## config.mk

```make
export PLATFORM = sky130hd
export DESIGN_NAME = multdiv_ctrl
export DESIGN_NICKNAME = d
export VERILOG_FILES = /design/src/rtl/multdiv_ctrl.sv
export SDC_FILE = /design/constraint.sdc
export NUM_CORES = 1
export LEC_CHECK = 0
export CAP_MARGIN = 10
export CORE_MARGIN = 4
export CORE_UTILIZATION = 26
export CTS_CLUSTER_SIZE = 16
export DETAILED_ROUTE_END_ITERATION = 10
export PLACE_DENSITY = 0.54
export REMOVE_ABC_BUFFERS = 1
export SLEW_MARGIN = 20
export SYNTH_ARGS = -nofsm -noshare
export SYNTH_HDL_FRONTEND = slang
export SYNTH_SLANG_ARGS = --single-unit
```

## constraint.sdc

```tcl
create_clock -name clock -period 2.26 [get_ports clock]
set_input_delay 0.452 -clock clock [delete_from_list [all_inputs] [get_ports clock]]
set_output_delay 0.452 -clock clock [all_outputs]
set_load 0.02 [all_outputs]
```

## src/rtl/multdiv_ctrl.sv

```systemverilog
`default_nettype none
// ============================================================================
//  Module   : multdiv_ctrl
//  Purpose  : Sequences one mult/div request from the execute stage through
//             the shared multi-cycle multdiv unit: latches operands, pulses
//             the start control, stalls the pipeline until the unit is ready
//             (or a timeout expires) and emits one registered writeback beat.
//  Revision : 1.0 - initial release
// ============================================================================
module multdiv_ctrl #(
    parameter int          TIMEOUT       = 48,
    parameter logic [4:0]  EXC_RD        = 5'd30,
    parameter logic [31:0] EXC_MULT_CODE = 32'd4,
    parameter logic [31:0] EXC_DIV_CODE  = 32'd5
) (
    input  logic        clock,
    input  logic        reset,
    input  logic        issue_valid,
    input  logic        issue_op,
    input  logic [31:0] issue_a,
    input  logic [31:0] issue_b,
    input  logic [4:0]  issue_rd,
    input  logic        flush,
    output logic [31:0] md_operandA,
    output logic [31:0] md_operandB,
    output logic        md_ctrl_MULT,
    output logic        md_ctrl_DIV,
    output logic        md_enable,
    input  logic [31:0] md_result,
    input  logic        md_exception,
    input  logic        md_resultRDY,
    output logic        stall,
    output logic        busy,
    output logic        wb_valid,
    output logic [4:0]  wb_rd,
    output logic [31:0] wb_data
);

    localparam logic [1:0] IDLE  = 2'd0;
    localparam logic [1:0] START = 2'd1;
    localparam logic [1:0] BUSY  = 2'd2;
    localparam logic [1:0] DONE  = 2'd3;

    localparam int CNT_W = (TIMEOUT > 1) ? $clog2(TIMEOUT) : 1;
    localparam logic [CNT_W-1:0] CNT_LAST = CNT_W'(TIMEOUT - 1);

    logic [1:0]       state_q;
    logic [1:0]       state_d;
    logic             op_q;
    logic [31:0]      a_q;
    logic [31:0]      b_q;
    logic [4:0]       rd_q;
    logic [31:0]      result_q;
    logic             exc_q;
    logic [CNT_W-1:0] cnt_q;
    logic             wb_valid_q;
    logic [4:0]       wb_rd_q;
    logic [31:0]      wb_data_q;

    logic             w_accept;
    logic             w_timeout;

    // A request is taken only in IDLE and only when it is not being squashed
    assign w_accept  = (state_q == IDLE) && issue_valid && !flush;
    // Timeout fires on the last allowed BUSY cycle; a simultaneous ready wins
    assign w_timeout = (state_q == BUSY) && (cnt_q == CNT_LAST) && !md_resultRDY;

    // State register
    always_ff @(posedge clock) begin
        if (reset) begin
            state_q <= IDLE;
        end else begin
            state_q <= state_d;
        end
    end

    // Next-state logic; flush overrides every other transition
    always_comb begin
        state_d = state_q;
        case (state_q)
            IDLE:    if (w_accept) state_d = START;
            START:   state_d = BUSY;
            BUSY:    if (md_resultRDY || w_timeout) state_d = DONE;
            DONE:    state_d = IDLE;
            default: state_d = IDLE;
        endcase
        if (flush) begin
            state_d = IDLE;
        end
    end

    // State-decoded outputs toward the unit and the pipeline
    always_comb begin
        stall        = 1'b0;
        busy         = (state_q != IDLE);
        md_enable    = 1'b0;
        md_ctrl_MULT = 1'b0;
        md_ctrl_DIV  = 1'b0;
        case (state_q)
            IDLE: begin
                stall = issue_valid;
            end
            START: begin
                stall        = 1'b1;
                md_enable    = 1'b1;
                md_ctrl_MULT = !op_q;
                md_ctrl_DIV  = op_q;
            end
            BUSY: begin
                stall     = 1'b1;
                md_enable = 1'b1;
            end
            default: begin
                stall = 1'b0;
            end
        endcase
    end

    // Operands always come from the latches so the unit never sees them move
    assign md_operandA = a_q;
    assign md_operandB = b_q;

    assign wb_valid = wb_valid_q;
    assign wb_rd    = wb_rd_q;
    assign wb_data  = wb_data_q;

    // Operand latch, timeout counter, result capture and writeback register
    always_ff @(posedge clock) begin
        if (reset) begin
            op_q       <= 1'b0;
            a_q        <= 32'd0;
            b_q        <= 32'd0;
            rd_q       <= 5'd0;
            result_q   <= 32'd0;
            exc_q      <= 1'b0;
            cnt_q      <= '0;
            wb_valid_q <= 1'b0;
            wb_rd_q    <= 5'd0;
            wb_data_q  <= 32'd0;
        end else begin
            wb_valid_q <= 1'b0;
            if (w_accept) begin
                op_q <= issue_op;
                a_q  <= issue_a;
                b_q  <= issue_b;
                rd_q <= issue_rd;
            end
            if (state_q == START) begin
                cnt_q <= '0;
            end
            if (state_q == BUSY) begin
                cnt_q <= cnt_q + CNT_W'(1);
                if (md_resultRDY) begin
                    result_q <= md_result;
                    exc_q    <= md_exception;
                end else if (w_timeout) begin
                    exc_q <= 1'b1;
                end
            end
            // Beat is launched from DONE; a squash in DONE drops it
            if ((state_q == DONE) && !flush) begin
                if (exc_q) begin
                    wb_valid_q <= 1'b1;
                    wb_rd_q    <= EXC_RD;
                    wb_data_q  <= op_q ? EXC_DIV_CODE : EXC_MULT_CODE;
                end else if (rd_q != 5'd0) begin
                    wb_valid_q <= 1'b1;
                    wb_rd_q    <= rd_q;
                    wb_data_q  <= result_q;
                end
            end
        end
    end

endmodule
`default_nettype wire

```

==> results of run 1 <==
## repair_timing
item                                    CTS  global route
buffers inserted                          0             0
endpoints found under the setup margin    4             2
cloned                                    0             0
resized for setup                         4             2
## Yosys cell counts, types with 2 or more instances
library cell and instances:
buf_2 21, buf_6 4, mux2i_1 34, nand2b_1 2, nor2_1 53, a21oi_1 104, nand2_1 210, inv_1 4
nand3_1 2, xor2_1 4, o21ai_0 2, dfxtp_1 149, and2_1 3, nor2b_1 33, clkbuf_1 21, ha_1 7
a211oi_1 5
## worst register-to-register path, cell delays in order (launching register included)
cell and delay, ns:
dfxtp_2 0.34, inv_1 0.11, ha_1 0.24, nand2_1 0.12
or2_2 0.31, buf_12 0.19, nand2_1 0.20, a21oi_1 0.07
## registers in the layout (all words and copies together), names as in the netlist
| register | flops |
|---|---|
| md_operandA | 32 |
| md_operandB | 32 |
| result_q | 32 |
| wb_data | 32 |
| cnt_q | 6 |
| rd_q | 5 |
| wb_rd | 5 |
| state_q | 2 |
| exc_q | 1 |
| op_q | 1 |
| wb_valid | 1 |
## cells in the final DEF (no fill, tap or decap), types with 5 or more instances in the layout
master | Yosys | final
nand2_1 | 210 | 210
clkdlybuf4s50_1 | 0 | 208
dfxtp_1 | 149 | 148
a21oi_1 | 104 | 104
nor2_1 | 53 | 52
mux2i_1 | 34 | 34
nor2b_1 | 33 | 33
clkbuf_16 | 0 | 17
buf_12 | 0 | 8
ha_1 | 7 | 7
buf_4 | 0 | 6
a211oi_1 | 5 | 5
## kinds of logic after synthesis
kind of cell    synth area share
simple gates               0.229
flops                      0.530
compound gates             0.113
buf+inv                   0.0440
mux                       0.0605
fa+ha+maj                 0.0156
xor+xnor                 0.00778
## layer usage
metal | vias to the layer above | part of all wire | global-route usage
met5 | - | 0 | 0
met4 | 0 | 0.011 | 0.0404
met2 | 171 | 0.42 | 0.197
met3 | 11 | 0.13 | 0.0837
li1 | 2557 | - | -
met1 | 2221 | 0.44 | 0.170
## power by group through the flow
stage | logic [mW] | registers (mW) | clock network [mW]
floorplan | 0.146 | 2.85 | 0
CTS | 0.644 | 2.73 | 2.97
finish | 0.634 | 2.73 | 2.85
global placement | 0.647 | 2.78 | 0
global route | 0.686 | 2.74 | 3.08
detailed placement | 0.643 | 2.79 | 0
## worst max path at each step
stage,slack [ns],from,end
global placement,0.12,issue_valid,stall
global route,0.003,state_q[1]$_SDFFE_PP0P_,stall
CTS,0.01,state_q[1]$_SDFFE_PP0P_,md_ctrl_MULT
detailed placement,0.12,issue_valid,stall
finish,0.11,state_q[1]$_SDFFE_PP0P_,stall
floorplan,-0.91,state_q[0]$_SDFFE_PP0P_,md_operandA[0]$_SDFFE_PP0P_
## area by class of cell
class / instances / area, um^2 / share of cell area
flip-flops and latches: 149 / 2980 / 0.344
multi-input cells: 472 / 2400 / 0.277
repair buffers: 227 / 2330 / 0.269
clock buffers: 18 / 429 / 0.0495
well taps: 275 / 344 / 0.0397
clock inverters: 13 / 160 / 0.0185
inverters: 4 / 15.0 / 0.00173
## per-stage QoR
stage	hold slack, ns	power (mW)
6_report	0.447	6.21
5_1_grt	0.465	6.50
4_1_cts	0.450	6.34
3_5_place_dp	0.442	3.43
3_3_place_gp	0.437	3.43
2_1_floorplan	0.426	3.00
==> key figures, run 1 <==
Run
  – Max_cap viols: 0

Placed design
  – IO Port Bufs: approximately 210
  – Dpl cells: ~1100
  – Pre-CTS setup slack: 0.123 ns
  – Placed cell areas: 0.00808 mm^2
  – Placer Congestion: 0.722
  – Hpwl dp: 10900 um

Critical path
  – CP Cell Sequence: inv_1 > ha_1 > a21oi_1 > nor2_1 > dlygate4sd2_1
  – RR Endpoint: md_operandB[16]$_SDFFE_PP0P_
  – Critical path arrival: 1.70 ns
  – FF-to-FF Start: state_q[0]$_SDFFE_PP0P_
  – Crit-path slowest cell: dfxtp_1
  – Worst path required time: 1.81 ns
  – CP Depth: 5
  – Critical Path Start Type: flip-flop
  – Crit-path max cell delay: between 0.3 and 0.4 ns
  – R2R cell count: 7
  – CP bufs+invs: 2
  – WS Path Type: reg2out
  – Cell family contributing the most delay on the critical path: buffers and inverters
  – R2R Setup Slk: 0.57 ns
  – Worst-path maximum fanout: 5
  – Critical Path Sink Type: primary output

Synthesis
  – Yosys cell types: 31
  – Cell count after synthesis: 672
  – Syn. warnings: 0
  – Seq cells post-synth: 149
  – Post-synth EDFFs: 0
  – Sequential area share after synthesis: 0.530
  – Synth top area share: 0.530
  – Syn Std Cell Area: 0.00563 mm^2
  – Ys async rst share: 0
  – Area contributors post-synth: dfxtp_1, nand2_1, a21oi_1, mux2i_1, nor2b_1
  – Yosys top cell by area: dfxtp_1
  – Avg Cell Area, Syn: 8.37 um^2
  – Main flop type after synthesis: dfxtp_1

Clock network
  – Hold buffers post-CTS: 0
  – Clock Latency Late Sink: 0.42 ns
  – Root buf cell: clkbuf_16
  – CTS HTree Levels: 4
  – Clk sinks: 149
  – CTS buffer count: 17
  – CTS tree: done
  – Clock buffer depth: 2
  – Clock Pin Slew Worst Setup and Hold Paths: 0.06 ns

Hold path
  – Worst Hold Class: reg2reg
  – Worst hold path startpoint: result_q[15]$_SDFFE_PP0P_
  – Worst Hold End: result_q[15]$_SDFFE_PP0P_
  – Hold Path Depth: 2

GRT
  – First-pass GRT wire length: 26100 um
  – Pin count of the biggest net entering global routing: 71
  – Antenna violations before repair: 0
  – Total GRT Usage: 0.136
  – Vias in the first global route: 4879
  – GRT Residual Overflow: 0

STA
  – RSZ-0062 raised after global routing: false
  – Final period util: 0.952
  – Minimum clock period: 2.15 ns
  – Post-route setup slack: between 0.1 and 0.15 ns
  – TNS Setup: 0 ns
  – Slew Limit Fails: 0
  – Fmax: about 0.46 GHz
  – Setup violators final: 0
  – Slew Limit Headroom: 0.711
  – Actual slew at the worst max-slew pin: 0.434 ns
  – Clk_skew: 0.0112 ns
  – Final hold vios: 0

Routing
  – Initial DRC count: around 160
  – Drt total wl: around 16000 um
  – Vias per cell: 4.28
  – Via count: just under 5000
  – DRT Pass-1 Iters: 4
  – Antenna-violating nets left: 0
  – Routed wire per std cell: 14.2 um
  – DRC viols: 0

Floorplanning
  – Num rows: 53
  – Die Wd: 155 um
  – I/O Pins: 215
  – Core area: 0.0212 mm^2
  – Die H: 155 um
  – Die ar.: 0.0241 mm^2
  – Initial Util: 0.266

Power and ir drop
  – Sequential Power Share: 0.439
  – Clk network pwr share: 0.459
  – LEAKAGE: 3.12 nW
  – Peak supply drop: 0.493 mV
  – Pwr/cell area: 717 mW/mm^2
  – Combinational group share of total power: 0.102
  – Net switching power: 1.46 mW
  – Switching part of the total power: 0.235
  – Internal power: 4.76 mW

Cells and area
  – Fin nets: 986
  – Final std cells w/o fill: 1158
  – Final instance area: 0.00867 mm^2
  – P&R area growth vs syn: 54.1%
  – Share of cells above drive strength 1: 0.0578
  – Antenna cells: 0
  – Fill cells: 2124
  – Final Util: 0.410

Run status
  – Outcome: completed
Power figures use the tool's default switching activity.
==> run 2, diff against run 1 <==
==> constraint.sdc (replaced) <==
create_clock -name clock -period 2.45 [get_ports clock]
set_input_delay 0.49 -clock clock [delete_from_list [all_inputs] [get_ports clock]]
set_output_delay 0.49 -clock clock [all_outputs]
set_load 0.02 [all_outputs]
==> run 2 against run 1 <==
Flip-flop and latch count stayed put. Routed wire length shrank 0.36%. Clock-buffer cell count is 2 higher. Critical path depth shrank 2. Global-route usage decreased by 0.28 points. Register-to-register slack better by 0.19 ns. Clock skew about the same. Die area did not move. Via count fell by 1.5%. Largest cell class unchanged.
==> key figures, run 2 (synthesis results as in run 1) <==
Run status
  – Outcome: completed

Placed design
  – Placed cell areas: between 0.008 and 0.009 mm^2
  – IO Port Bufs: approximately 210
  – Dpl cells: 1124
  – Hpwl dp: ~11000 um
  – Placer Congestion: 0.716

Critical path
  – Critical Path Start Type: flip-flop
  – R2R cell count: 7
  – FF-to-FF Start: state_q[0]$_SDFFE_PP0P_
  – CP bufs+invs: 2
  – CP Cell Sequence: inv_1 > ha_1 > clkdlybuf4s50_1
  – Critical Path Sink Type: primary output
  – Worst-path maximum fanout: 5
  – Crit-path slowest cell: clkdlybuf4s50_1
  – Worst path required time: 1.96 ns
  – CP startpoint: state_q[1]$_SDFFE_PP0P_
  – Critical path arrival: 1.83 ns
  – R2R Setup Slk: 0.76 ns
  – RR Endpoint: rd_q[0]$_SDFFE_PP0P_
  – Crit-path max cell delay: 0.61 ns
  – WS Path Type: reg2out
  – Cell family contributing the most delay on the critical path: buffers and inverters

Hold path
  – Worst Hold End: result_q[7]$_SDFFE_PP0P_
  – Hold Path Depth: 2
  – Worst hold path startpoint: result_q[7]$_SDFFE_PP0P_
  – Worst Hold Class: reg2reg

STA
  – Fmax: 0.431 GHz
  – Minimum clock period: 2.32 ns
  – Slew Limit Fails: 0
  – TNS Setup: 0 ns
  – Clk_skew: 0.0114 ns
  – Final hold vios: 0
  – RSZ-0062 raised after global routing: false
  – Hold_ws: 0.449 ns
  – Setup violators final: 0
  – Actual slew at the worst max-slew pin: 0.513 ns
  – Final period util: 0.946
  – Slew Limit Headroom: 0.658

Clock network
  – Clk sinks: between 100 and 150
  – CTS HTree Levels: 4
  – Root buf cell: clkbuf_16
  – CTS tree: done
  – CTS buffer count: 17
  – Clock buffer depth: 2
  – Clock Latency Late Sink: 0.41 ns
  – Hold buffers post-CTS: 0
  – Clock Pin Slew Worst Setup and Hold Paths: around 0.060 ns

Floorplanning
  – Num rows: 53
  – Die H: 155 um
  – Core area: 0.0212 mm^2
  – Die Wd: between 150 and 200 um
  – Die ar.: 0.0241 mm^2
  – Initial Util: 0.266
  – I/O Pins: around 220

Cells and area
  – Antenna cells: 0
  – Final std cells w/o fill: 1155
  – P&R area growth vs syn: 53.3%
  – Final instance area: 0.00863 mm^2
  – Fin nets: roughly 1000
  – Commonest non-fill, non-tap cell in the layout: clkdlybuf4s50_1
  – Share of cells above drive strength 1: 0.0534
  – Most frequent cells in the layout: clkdlybuf4s50_1, nand2_1, dfxtp_1

GRT
  – Vias in the first global route: 4799
  – GRT Residual Overflow: 0
  – Total GRT Usage: 0.134
  – Antenna violations before repair: 0
  – First-pass GRT wire length: 25500 um
  – Pin count of the biggest net entering global routing: 71

Power and ir drop
  – Pwr/cell area: 670 mW/mm^2
  – Total power: 5.78 mW
  – LEAKAGE: between 3 and 4 nW
  – Peak supply drop: approximately 0.42 mV

Routing
  – Via count: 4884
  – Routed wire per std cell: roughly 14 um
  – Initial DRC count: 121
  – DRC viols: 0
  – DRT Pass-1 Iters: 4
  – Antenna-violating nets left: 0
  – Drt total wl: approximately 16000 um
  – Vias per cell: 4.23

Run
  – Max_cap viols: 0
[run 2: cell count changes in the layout (fill, tap and decap cells not counted)]
| cell | change |
|---|---|
| dlymetal6s2s_1 | -1 |
| clkbuf_8 | +2 |
| dfxtp_2 | -1 |
| clkinv_2 | -2 |
| clkdlybuf4s50_1 | +4 |
| inv_6 | +2 |
| buf_12 | -3 |
| dfxtp_1 | +1 |
| dlygate4sd2_1 | -3 |
| clkinv_4 | -2 |
[run 2: final cells by class]
| class | instances | area, um^2 |
|---|---|---|
| repair buffers | 224 | 2280 |
| multi-input cells | 472 | 2400 |
| clock inverters | 11 | 150 |
| flip-flops and latches | 149 | 2980 |
| clock buffers | 20 | 457 |
| fillers | 2134 | 12500 |
| well taps | 275 | 344 |
| inverters | 4 | 15.0 |
[run 2: what timing repair did]
item / in CTS / in global routing
setup endpoints to repair: 1 / 0
resized for setup: 1 / 0
buffers inserted: 0 / 0
hold endpoints to repair: 0 / 0
[run 2: through the flow]
| step | setup slack, ns | utilization |
|---|---|---|
| 2_1_floorplan | -0.725 | - |
| 3_3_place_gp | 0.162 | 0.379 |
| 3_5_place_dp | 0.180 | 0.379 |
| 4_1_cts | 0.0855 | 0.408 |
| 5_1_grt | 0.0143 | 0.408 |
| 6_report | 0.131 | 0.408 |
[run 2: where the power goes]
part           internal (mW)  switching, mW
logic                  0.306          0.273
registers               2.48         0.0331
clock network           1.66           1.03
total                   4.45           1.34
[run 2: tightest hold or removal path: stages (launching register included)]
cell     delay, ns
dfxtp_1       0.30
nand2_1       0.05
a21oi_1       0.05
[run 2: routing by layer]
| layer | track usage | part of all wire | wire length [um] |
|---|---|---|---|
| met2 | 0.199 | 0.42 | 6880 |
| met5 | 0 | 0 | 0 |
| met3 | 0.0784 | 0.13 | 2090 |
| met1 | 0.162 | 0.44 | 7200 |
| met4 | 0.0429 | 0.012 | 192 |
[run 2: how the worst max path moves through the flow]
stage | slack [ns] | to | cells after the start
3_5_place_dp | 0.18 | stall | 4
6_report | 0.13 | md_enable | 3
5_1_grt | 0.01 | busy | 4
2_1_floorplan | -0.72 | md_operandA[0]$_SDFFE_PP0P_ | 6
3_3_place_gp | 0.16 | stall | 4
4_1_cts | 0.09 | md_enable | 3
==> run 3, diff against run 2 <==
--- a/config.mk
+++ b/config.mk
@@ -10,6 +10,7 @@
 export CORE_UTILIZATION = 26
 export CTS_CLUSTER_SIZE = 16
 export DETAILED_ROUTE_END_ITERATION = 10
+export GPL_TIMING_DRIVEN = 0
 export PLACE_DENSITY = 0.54
 export REMOVE_ABC_BUFFERS = 1
 export SLEW_MARGIN = 20
==> constraint.sdc (replaced) <==
create_clock -name clock -period 2.83 [get_ports clock]
set_input_delay 0.566 -clock clock [delete_from_list [all_inputs] [get_ports clock]]
set_output_delay 0.566 -clock clock [all_outputs]
set_load 0.02 [all_outputs]
==> run 3 against run 2 <==
Hold slack gained 0.0010 ns. Clock-buffer cell count stayed put. Global-route usage up 0.29 points. Worst setup slack gained 0.025 ns. Clock power down 20%. Core utilization hardly changed. Sequential share of layout area about the same. Via count increased by 1.4%. Final cell count down 0.17%. Routed wire length is 0.21% higher. Largest cell class unchanged.
==> key figures, run 3 (synthesis results as in run 1) <==
GRT
  – Pin count of the biggest net entering global routing: 79
  – Global routing met1 resource utilization: 0.162
  – GRT met2 Usage: 0.207
  – GR Util met3: 0.0787
  – Top Usage Layer GRT: met2
  – Antenna violations before repair: 1
  – Vias in the first global route: 5013
  – GRT Residual Overflow: 0
  – Total GRT Usage: 0.137
  – First-pass GRT wire length: 26100 um

Clock network
  – Root buf cell: clkbuf_16
  – Hold buffers post-CTS: 0
  – Post-CTS setup repair buffer count: 0
  – Clk sinks: around 150
  – CTS buffer count: 17
  – CTS HTree Levels: 4
  – Clock buffer depth: 2
  – Clock Latency Late Sink: 0.41 ns
  – Clock Pin Slew Worst Setup and Hold Paths: 0.06 ns
  – Cts repair resizes: 0
  – CTS tree: done

Floorplanning
  – Die H: 155 um
  – Die ar.: 0.0241 mm^2
  – Num rows: between 50 and 60
  – Die Wd: 155 um
  – Core area: around 0.021 mm^2
  – Initial Util: 0.266
  – I/O Pins: 215

Cells and area
  – Fill cells: 2177
  – P&R area growth vs syn: 53.5%
  – Share of cells above drive strength 1: 0.0558
  – Final instance area: 0.00864 mm^2
  – Fin nets: 980
  – Antenna cells: 0
  – Most frequent cells in the layout: clkdlybuf4s50_1, nand2_1, dfxtp_1
  – Commonest non-fill, non-tap cell in the layout: clkdlybuf4s50_1
  – Final std cells w/o fill: about 1200

STA
  – Slew Limit Fails: 0
  – TNS Setup: 0 ns
  – Slew Limit Headroom: 0.509
  – Minimum clock period: 2.67 ns
  – Post-route setup slack: 0.156 ns
  – RSZ-0062 raised after global routing: false
  – Setup violators final: 0
  – Actual slew at the worst max-slew pin: 0.734 ns
  – Final period util: 0.945
  – Final hold vios: 0
  – Clk_skew: 0.00771 ns
  – Fmax: 0.374 GHz

Critical path
  – CP startpoint: state_q[1]$_SDFFE_PP0P_
  – WS Path Type: reg2out
  – FF-to-FF Start: exc_q$_SDFFE_PP0P_
  – Worst-path maximum fanout: 9
  – Worst path required time: between 2 and 2.5 ns
  – Critical Path Start Type: flip-flop
  – Critical path arrival: between 2 and 2.5 ns
  – Critical Path Sink Type: primary output

Routing
  – Drt total wl: 16400 um
  – Via count: between 4000 and 5000
  – DRC viols: 0
  – DRT Pass-1 Iters: 4
  – Routed wire per std cell: 14.2 um
  – Initial DRC count: between 150 and 200
  – Vias per cell: ~4.3
  – Antenna-violating nets left: 0

Placed design
  – Hpwl dp: between 10000 and 15000 um
  – Dpl cells: 1121
  – Placed cell areas: 0.00808 mm^2
  – Placer Congestion: just over 0.7
  – IO Port Bufs: 214
  – Pre-CTS setup slack: 0.249 ns

Run
  – Max_cap viols: 0

Hold path
  – Worst hold path startpoint: result_q[29]$_SDFFE_PP0P_
  – Worst Hold Class: reg2reg

Power and ir drop
  – LEAKAGE: a little over 3 nW
  – Peak supply drop: 0.370 mV
  – Total power: 4.84 mW
  – Pwr/cell area: between 500 and 600 mW/mm^2

Run status
  – Outcome: completed
## run 3: critical path, stage by stage, from the launching register on
cell,delay (ns)
dfxtp_1,0.40
inv_1,0.10
ha_2,0.44
a21oi_1,0.06
nor2_1,0.08
clkdlybuf4s50_1,0.61
## run 3: metal layers
layer / share of wire / wire length [um]
met5: 0.00073 / 12
met4: 0.013 / 215
met3: 0.13 / 2140
met2: 0.43 / 6990
met1: 0.43 / 7040
## run 3: final cells by class
cell class,instances,area [um^2],share of cell area
Sequential cell,149,2980,0.345
Multi-Input combinational cell,472,2410,0.279
Timing Repair Buffer,221,2320,0.269
Clock buffer,20,457,0.0529
Tap cell,275,344,0.0398
Clock inverter,12,105,0.0122
Inverter,4,15.0,0.00174
## run 3: path summary, 6_finish.rpt
path | cells past startpoint | slack [ns] | end
max | 5 | 0.16 | stall
min | 2 | 0.45 | result_q[29]$_SDFFE_PP0P_
max reg2reg | 7 | 0.74 | wb_data[28]$_SDFFE_PP0P_
min reg2reg | 2 | 0.45 | result_q[29]$_SDFFE_PP0P_
## run 3: stage by stage
stage | util | hold WS (ns)
3_3_place_gp | 0.373 | 0.437
6_report | 0.408 | 0.450
3_5_place_dp | 0.382 | 0.442
2_1_floorplan | - | 0.426
4_1_cts | 0.408 | 0.450
5_1_grt | 0.408 | 0.465
## run 3: power by group
| part | total, mW | switching, mW | leakage, nW | internal, mW |
|---|---|---|---|---|
| registers | 2.18 | 0.0293 | 1.21 | 2.15 |
| logic | 0.504 | 0.234 | 1.57 | 0.270 |
| clock network | 2.16 | 0.903 | 0.264 | 1.25 |
